==> src/rtl/alarm_controller.sv <==
// Alarm controller: stores the alarm time, detects the match and
// runs the ring / snooze / stop sequence with a beeping buzzer.
module alarm_controller (
  input  logic       Clock_1sec,
  input  logic       reset,
  input  logic       load_alarm,
  input  logic [3:0] set_hours,
  input  logic [5:0] set_mins,
  input  logic       set_am_pm,
  input  logic [3:0] cur_hours,
  input  logic [5:0] cur_mins,
  input  logic [5:0] cur_secs,
  input  logic       cur_am_pm,
  input  logic       alarm_enable,
  input  logic       snooze_key,
  input  logic       stop_key,
  output logic [3:0] alarm_hours,
  output logic [5:0] alarm_mins,
  output logic       alarm_am_pm,
  output logic [1:0] alarm_state,
  output logic       buzzer,
  output logic [1:0] snooze_count
);

  typedef enum logic [1:0] {
    DISARMED = 2'b00,
    ARMED    = 2'b01,
    RINGING  = 2'b10,
    SNOOZE   = 2'b11
  } state_t;

  state_t     state, state_n;
  logic [5:0] ring_timer, ring_n;
  logic [8:0] snz_timer, snz_n;
  logic [1:0] cnt_n;
  logic [3:0] hrs_n;
  logic [5:0] min_n;
  logic       pm_n;
  logic       buz_n;
  logic       load_q, snooze_q, stop_q;
  logic       load_edge, snooze_edge, stop_edge;
  logic       match;

  assign load_edge   = load_alarm & ~load_q;
  assign snooze_edge = snooze_key & ~snooze_q;
  assign stop_edge   = stop_key & ~stop_q;
  assign alarm_state = state;

  assign match = (cur_hours == alarm_hours)
               && (cur_mins == alarm_mins)
               && (cur_am_pm == alarm_am_pm)
               && (cur_secs == 6'd0);

  // State, timers, alarm time and edge-detect registers
  always_ff @(posedge Clock_1sec or negedge reset) begin
    if (!reset) begin
      state        <= DISARMED;
      ring_timer   <= '0;
      snz_timer    <= '0;
      snooze_count <= '0;
      alarm_hours  <= 4'd12;
      alarm_mins   <= '0;
      alarm_am_pm  <= 1'b0;
      buzzer       <= 1'b0;
      load_q       <= 1'b0;
      snooze_q     <= 1'b0;
      stop_q       <= 1'b0;
    end else begin
      state        <= state_n;
      ring_timer   <= ring_n;
      snz_timer    <= snz_n;
      snooze_count <= cnt_n;
      alarm_hours  <= hrs_n;
      alarm_mins   <= min_n;
      alarm_am_pm  <= pm_n;
      buzzer       <= buz_n;
      load_q       <= load_alarm;
      snooze_q     <= snooze_key;
      stop_q       <= stop_key;
    end
  end

  // Next state in priority order: disable, load, stop, snooze/timeout, match
  always_comb begin
    state_n = state;
    ring_n  = ring_timer;
    snz_n   = snz_timer;
    cnt_n   = snooze_count;
    hrs_n   = alarm_hours;
    min_n   = alarm_mins;
    pm_n    = alarm_am_pm;
    if (load_edge) begin
      hrs_n = set_hours;
      min_n = set_mins;
      pm_n  = set_am_pm;
    end
    if (!alarm_enable) begin
      state_n = DISARMED;
      ring_n  = '0;
      snz_n   = '0;
      cnt_n   = '0;
    end else begin
      unique case (state)
        DISARMED: state_n = ARMED;
        ARMED: begin
          if (match && !load_edge) begin
            state_n = RINGING;
            ring_n  = '0;
          end
        end
        RINGING: begin
          if (load_edge || stop_edge) begin
            state_n = ARMED;
            cnt_n   = '0;
            ring_n  = '0;
          end else if ((snooze_edge && snooze_count != 2'd3)
                       || ring_timer == 6'd59) begin
            ring_n = '0;
            if (snooze_count != 2'd3) begin
              state_n = SNOOZE;
              cnt_n   = snooze_count + 2'd1;
              snz_n   = '0;
            end else begin
              state_n = ARMED;
              cnt_n   = '0;
            end
          end else begin
            ring_n = ring_timer + 6'd1;
          end
        end
        SNOOZE: begin
          if (load_edge || stop_edge) begin
            state_n = ARMED;
            cnt_n   = '0;
            snz_n   = '0;
          end else if (snz_timer == 9'd299) begin
            state_n = RINGING;
            ring_n  = '0;
            snz_n   = '0;
          end else begin
            snz_n = snz_timer + 9'd1;
          end
        end
        default: state_n = DISARMED;
      endcase
    end
  end

  // Beep on even ring_timer values, silent outside RINGING
  always_comb begin
    buz_n = (state_n == RINGING) && !ring_n[0];
  end

endmodule
==> config.mk <==
export PLATFORM = sky130hd
export DESIGN_NAME = alarm_controller
export DESIGN_NICKNAME = d
export VERILOG_FILES = /design/src/rtl/alarm_controller.sv
export SDC_FILE = /design/constraint.sdc
export NUM_CORES = 1
export LEC_CHECK = 0
export BUFFER_PORTS_ARGS = -buffer_cell sky130_fd_sc_hd__clkbuf_2
export CAP_MARGIN = 20
export CORE_MARGIN = 2
export CORE_UTILIZATION = 49
export CTS_BUF_LIST = sky130_fd_sc_hd__clkbuf_8
export DETAILED_ROUTE_END_ITERATION = 7
export PLACE_DENSITY = 0.8
export SKIP_CTS_REPAIR_TIMING = 1
export SLEW_MARGIN = 40
export SYNTH_ARGS = -nofsm -noshare
export SYNTH_HDL_FRONTEND = slang
export SYNTH_SLANG_ARGS = --single-unit
==> constraint.sdc <==
create_clock -name Clock_1sec -period 2.5 [get_ports Clock_1sec]
set_clock_uncertainty 0.05 [all_clocks]
set_input_delay 0.125 -clock Clock_1sec [delete_from_list [all_inputs] [get_ports Clock_1sec]]
set_output_delay 0.125 -clock Clock_1sec [all_outputs]
set_load 0.05 [all_outputs]
Yosys cells after proc, flatten, opt, wreduce, memory -nomap -nowiden. Cells that the tools add are included.

Output and inout port bits: 16. Bits of input ports: 34. Bits in latches: 0. Word-level logic and storage cells: 84. Memories: 0. Memory bits (writable): 0. Bits in read-only memories: 0. Register bits after elaboration: 34.

$mul: 0. Reduce and logical (&&, ||, !) cells: 15. $add $sub $neg: 3. Equality and inequality tests: 20. Shift-type cells: 0. Muxes and demuxes: 28. Div/mod/pow operators: 0. Magnitude comparators: 0. Bitwise operators: 6.

Operator list (number): $mux W9 (6); $mux W6 (6); $mux W2 (12); $ne A3 B3 Y1 const B (7); $pmux W6 S3 (1); $pmux W9 S2 (1); $add A9 B1 Y9 const B (1); $eq A9 B9 Y1 const B (1); $pmux W2 S4 (1); $reduce_and A4 Y1 (2); $add A6 B1 Y6 const B (1); $eq A2 B2 Y1 const B (3); $eq A6 B6 Y1 (1); $eq A6 B6 Y1 const B (1); $logic_and A1 B1 Y1 (6); $logic_not A6 Y1 (1); $eq A4 B4 Y1 (1); $ne A4 B1 Y1 const B (1); $ne A4 B4 Y1 const B (1); $pmux W2 S2 (1); $and A1 B1 Y1 (3); $ne A3 B1 Y1 const B (1); $not A1 Y1 (3); $reduce_and A3 Y1 (1); other kinds (7) (9).

Depth between registers and ports, before layout.
Word-level depth: 10. Gate-level depth with buffers: 8.

Worst setup path after synthesis. No wires, ideal clock.

Path kind: register to register. Start point: register snz_timer[4]. End point: register ring_timer[5]. Library setup time: 0.076 ns. Cell stages (with the launch flop): 7. Data required time: 2.374 ns. Path slack: 0.171 ns. Path buffers: 0. Arrival time: 2.203 ns. Path through: dfrtp_1 or4b_2 nor3_1 and3_1 o22ai_2 or4_1 o21ai_1.

Longest elaborated chain between the ends: 3.

RTL lines: from (decl) (line 34) `logic [8:0] snz_timer, snz_n;`; from (signal assigned) (line 71) `snz_timer <= snz_n;`; $eq A9 B9 Y1 (line 136) `end else if (snz_timer == 9'd299) begin`; $ne A3 B3 Y1 (no source line); $reduce_and A4 Y1 (no source line); to (signal assigned) (line 70) `ring_timer <= ring_n;`; to (decl) (line 33) `logic [5:0] ring_timer, ring_n;`.

Every way passes these cells. A chain may end at the register's enable or synchronous reset.

Worst setup path in the final report.
Start point: register snz_timer[4]. End point: register buzzer.

Longest elaborated chain between the ends: 7. Elaborated cells on any way between the ends: 12. Those cells by class: 2 x eq/ne; 8 x mux; 2 x reduce/logical.

RTL lines: $eq A9 B9 Y1 (line 136); $mux W2 (line 136); $mux W2 (line 132) `if (load_edge || stop_edge) begin`; $pmux W2 S4 (line 103) `unique case (state)`; $mux W2 (line 97) `if (!alarm_enable) begin`; via state_n[1] (line 32) `state_t state, state_n;`; $eq A2 B2 Y1 (line 151) `buz_n = (state_n == RINGING) && !ring_n[0];`; $logic_and A1 B1 Y1 (line 151); via buz_n (line 39) `logic buz_n;`; to (signal assigned) (line 76) `buzzer <= buz_n;`; to (decl) (line 21) `output logic buzzer,`.

The timed path passes the listed nets, and every way through them passes these cells. The select of a mux whose other input is x is not followed.

==> results by group <==
Status
  • Status: completed

Drt
  • Post-Route M1 WL: 1660 um
  • DR vias: 1688
  • Antenna viol nets, final: 0
  • Top sig layer: met4
  • Met2 wire length: 2200 um
  • DR WL/cell: 13.1 um
  • Wirelength, routed: 4020 um
  • Residual DRC count: 0
  • Initial drt markers: 76
  • Met3 WL: 139 um
  • Drt first pass iters: 5
  • DR vias/cell: 5.52

Pwr
  • Sw Pwr: 437 uW
  • Leakage: 0.00111 uW
  • PwrDens: 564 nW/um2
  • Clock power frac: 0.308
  • Peak supply drop: 0.383 mV
  • Sw Share: 0.320
  • Sequential Power Share: 0.453
  • Proportion of power drawn by combinational gates: 0.239
  • Internal Power: 928 uW

Synthesis
  • Net Count, Synth: 236
  • Dominant synthesized flop cell: dfrtp_1
  • YS warnings: 0
  • Post-synthesis sequential area ratio: 0.443
  • Syn avg cell area: 9.87 um2
  • Gate Count Post-Synth: 195
  • Area contributors post-synth: dfrtp_1 42%, mux2_2 7.6%, xnor2_1 5.0%
  • Largest area contributor in the netlist: dfrtp_1
  • Most common cell in the synthesized netlist: dfrtp_1
  • Count of cell types in the netlist: 39
  • Synthesized cell area: 1930 um2
  • Post-synth EDFFs: 0
  • Synth top cells by count: 32 x dfrtp_1, 19 x o21ai_0, 15 x nand2_1
  • Seq cells post-synth: 34
  • Synth async-reset ratio: 1.00
  • Synth top area share: 0.416

Clock network
  • Root Buffer: clkbuf_8
  • H-tree depth: 2
  • Clk buf depth: 2
  • CTS tree: done
  • Worst skew pair latency: 0.28 ns
  • Clk sinks: 34
  • Clk slew on worst S/H paths: 0.07 ns
  • TritonCTS buffer count: 5

GRT
  • Vias in the first global route: 1677
  • Largest net degree at the start of global routing: 21
  • Initial antenna violation count: 0
  • First-pass GRT wire length: 7040 um
  • Congestion Overflow GR: 0
  • GRT Util Overall: 0.206

Placement
  • Placed Area: 2280 um2
  • Number of I/O port buffers: 49
  • Inst Count DP: 293
  • Final HPWL DP: 3190 um
  • Final Wtd Congestion: 0.893

Layout
  • Layout cells sized above 1: 0.337
  • Post-layout instance area: 2420 um2
  • Antenna Cells: 0
  • Non-filler instance count after layout: 306
  • Final core occ: 0.651
  • Nets@finish: 298
  • Area added between synthesis and finish: 25.7%

Setup path
  • Crit path largest cell delay: 0.68 ns
  • Critical Path RT: 2.67 ns
  • Slowest cell on crit path: or4b_2
  • Reg2Reg Depth: 7
  • Worst setup EP type: register
  • CP max FO: 5
  • CP Class: register to register
  • Critical Path, Cell by Cell: or4b_2 -> nor3_1 -> buf_4 -> a21oi_1 -> a2bb2oi_1 -> o31ai_1 -> and4_1
  • Startpoint types: register
  • CP arrival: 2.54 ns

STA
  • Slew of the pin with the lowest slew margin: 0.420 ns
  • RSZ-0062 raised after global routing: false
  • Final Cycle Share: 0.946
  • Fin crit period: 2.37 ns
  • Setup_tns: 0 ns
  • Slew Viols, Final: 0
  • Setup violations, final: 0
  • Worst rel slew slack: 0.718
  • Hold_ws: 0.0175 ns
  • Max Clk Rate: 423 MHz
  • Final number of hold-violating endpoints: 0

Worst hold path
  • Hold Crit Depth: 2
  • Min-delay worst type: primary input to register

Run
  • Max Cap Violations: 0

Floorplanning
  • Row count: 22
  • Die X: 66.7 um
  • Die height: 66.7 um
  • Die Area: 4450 um2
  • I/O pin count: 50
  • Core box area: 3720 um2
  • Initial Util: 0.518
## worst max-delay path: cells and delay by family (launching register included)
kind / cells / cell delay (ns)
flip-flops: 1 / 0.40
AND/OR/NAND/NOR: 3 / 1.19
buffers and inverters: 1 / 0.17
AO/OA/AOI/OAI: 3 / 0.51
## kinds of logic (layout without fill, tap and decap cells)
logic type                 after synthesis  after routing  synth area share
muxes                                   13             13            0.0760
DFF                                     34             34             0.443
buffers and inverters                   12             75            0.0234
adders and majority gates                7              7            0.0455
and+or+nand+nor                         74             74             0.220
AOI/OAI and AO/OA                       44             44             0.142
xor gates and xnor gates                11             11            0.0500
## routing by layer
layer | up-vias | GRT usage
li1 | 827 | -
met1 | 826 | 0.244
met2 | 31 | 0.381
met3 | 4 | 0.0422
met4 | 0 | 0.0459
met5 | - | 0
## per-stage QoR
step           setup slack [ns]  total power [uW]
3_3_place_gp              0.154               941
6_report                  0.134              1370
3_5_place_dp              0.133               954
5_1_grt                 0.00826              1430
2_1_floorplan             0.171               847
4_1_cts                   0.148              1370
## worst paths after layout
| path | start | to | slack [ns] |
|---|---|---|---|
| max reg2reg | snz_timer[4] | buzzer | 0.13 |
| min reg2reg | snz_timer[0] | snz_timer[0] | 0.47 |
| max | snz_timer[4] | buzzer | 0.13 |
| max in group asynchronous | reset | alarm_hours[2] | 1.63 |
| min | set_hours[2] | alarm_hours[2] | 0.02 |
| min in group asynchronous | reset | alarm_mins[5] | 0.25 |
## power groups by stage
stage | Clock [uW] | Combinational [uW] | Sequential (uW)
2_1_floorplan | 0 | 108 | 740
3_3_place_gp | 0 | 312 | 629
4_1_cts | 430 | 325 | 620
6_report | 420 | 326 | 619
3_5_place_dp | 0 | 324 | 630
5_1_grt | 454 | 354 | 624
## state kept, by name (all words and copies together), names as in the netlist
signal        count
snz_timer         9
alarm_mins        6
ring_timer        6
alarm_hours       4
alarm_state       2
snooze_count      2
alarm_am_pm       1
buzzer            1
load_q            1
snooze_q          1
stop_q            1
## cell type report
type	count	area, um2
timing repair buffer	60	358
sequential	34	853
tap	48	60.1
multi-input combinational	149	1030
clock inverter	2	12.5
inverter	7	26.3
clock buffer	6	82.6
fill	299	1300
## placed cells by master (no fill, tap or decap), types with 3 or more instances in the layout
cell / n
xnor2_1: 11
nand4_1: 3
dlygate4sd3_1: 4
nand2b_1: 8
o211ai_1: 4
nor2_1: 10
o31ai_1: 4
nand3_1: 10
o21ai_0: 19
nor2b_1: 6
nand2_1: 15
clkbuf_8: 6
nor3_1: 3
clkbuf_2: 49
dfrtp_1: 32
mux2_2: 13
a21oi_1: 7
buf_4: 6
inv_1: 7
and3_1: 5
ha_1: 7
Note: power is estimated with default switching activity, not from simulation.
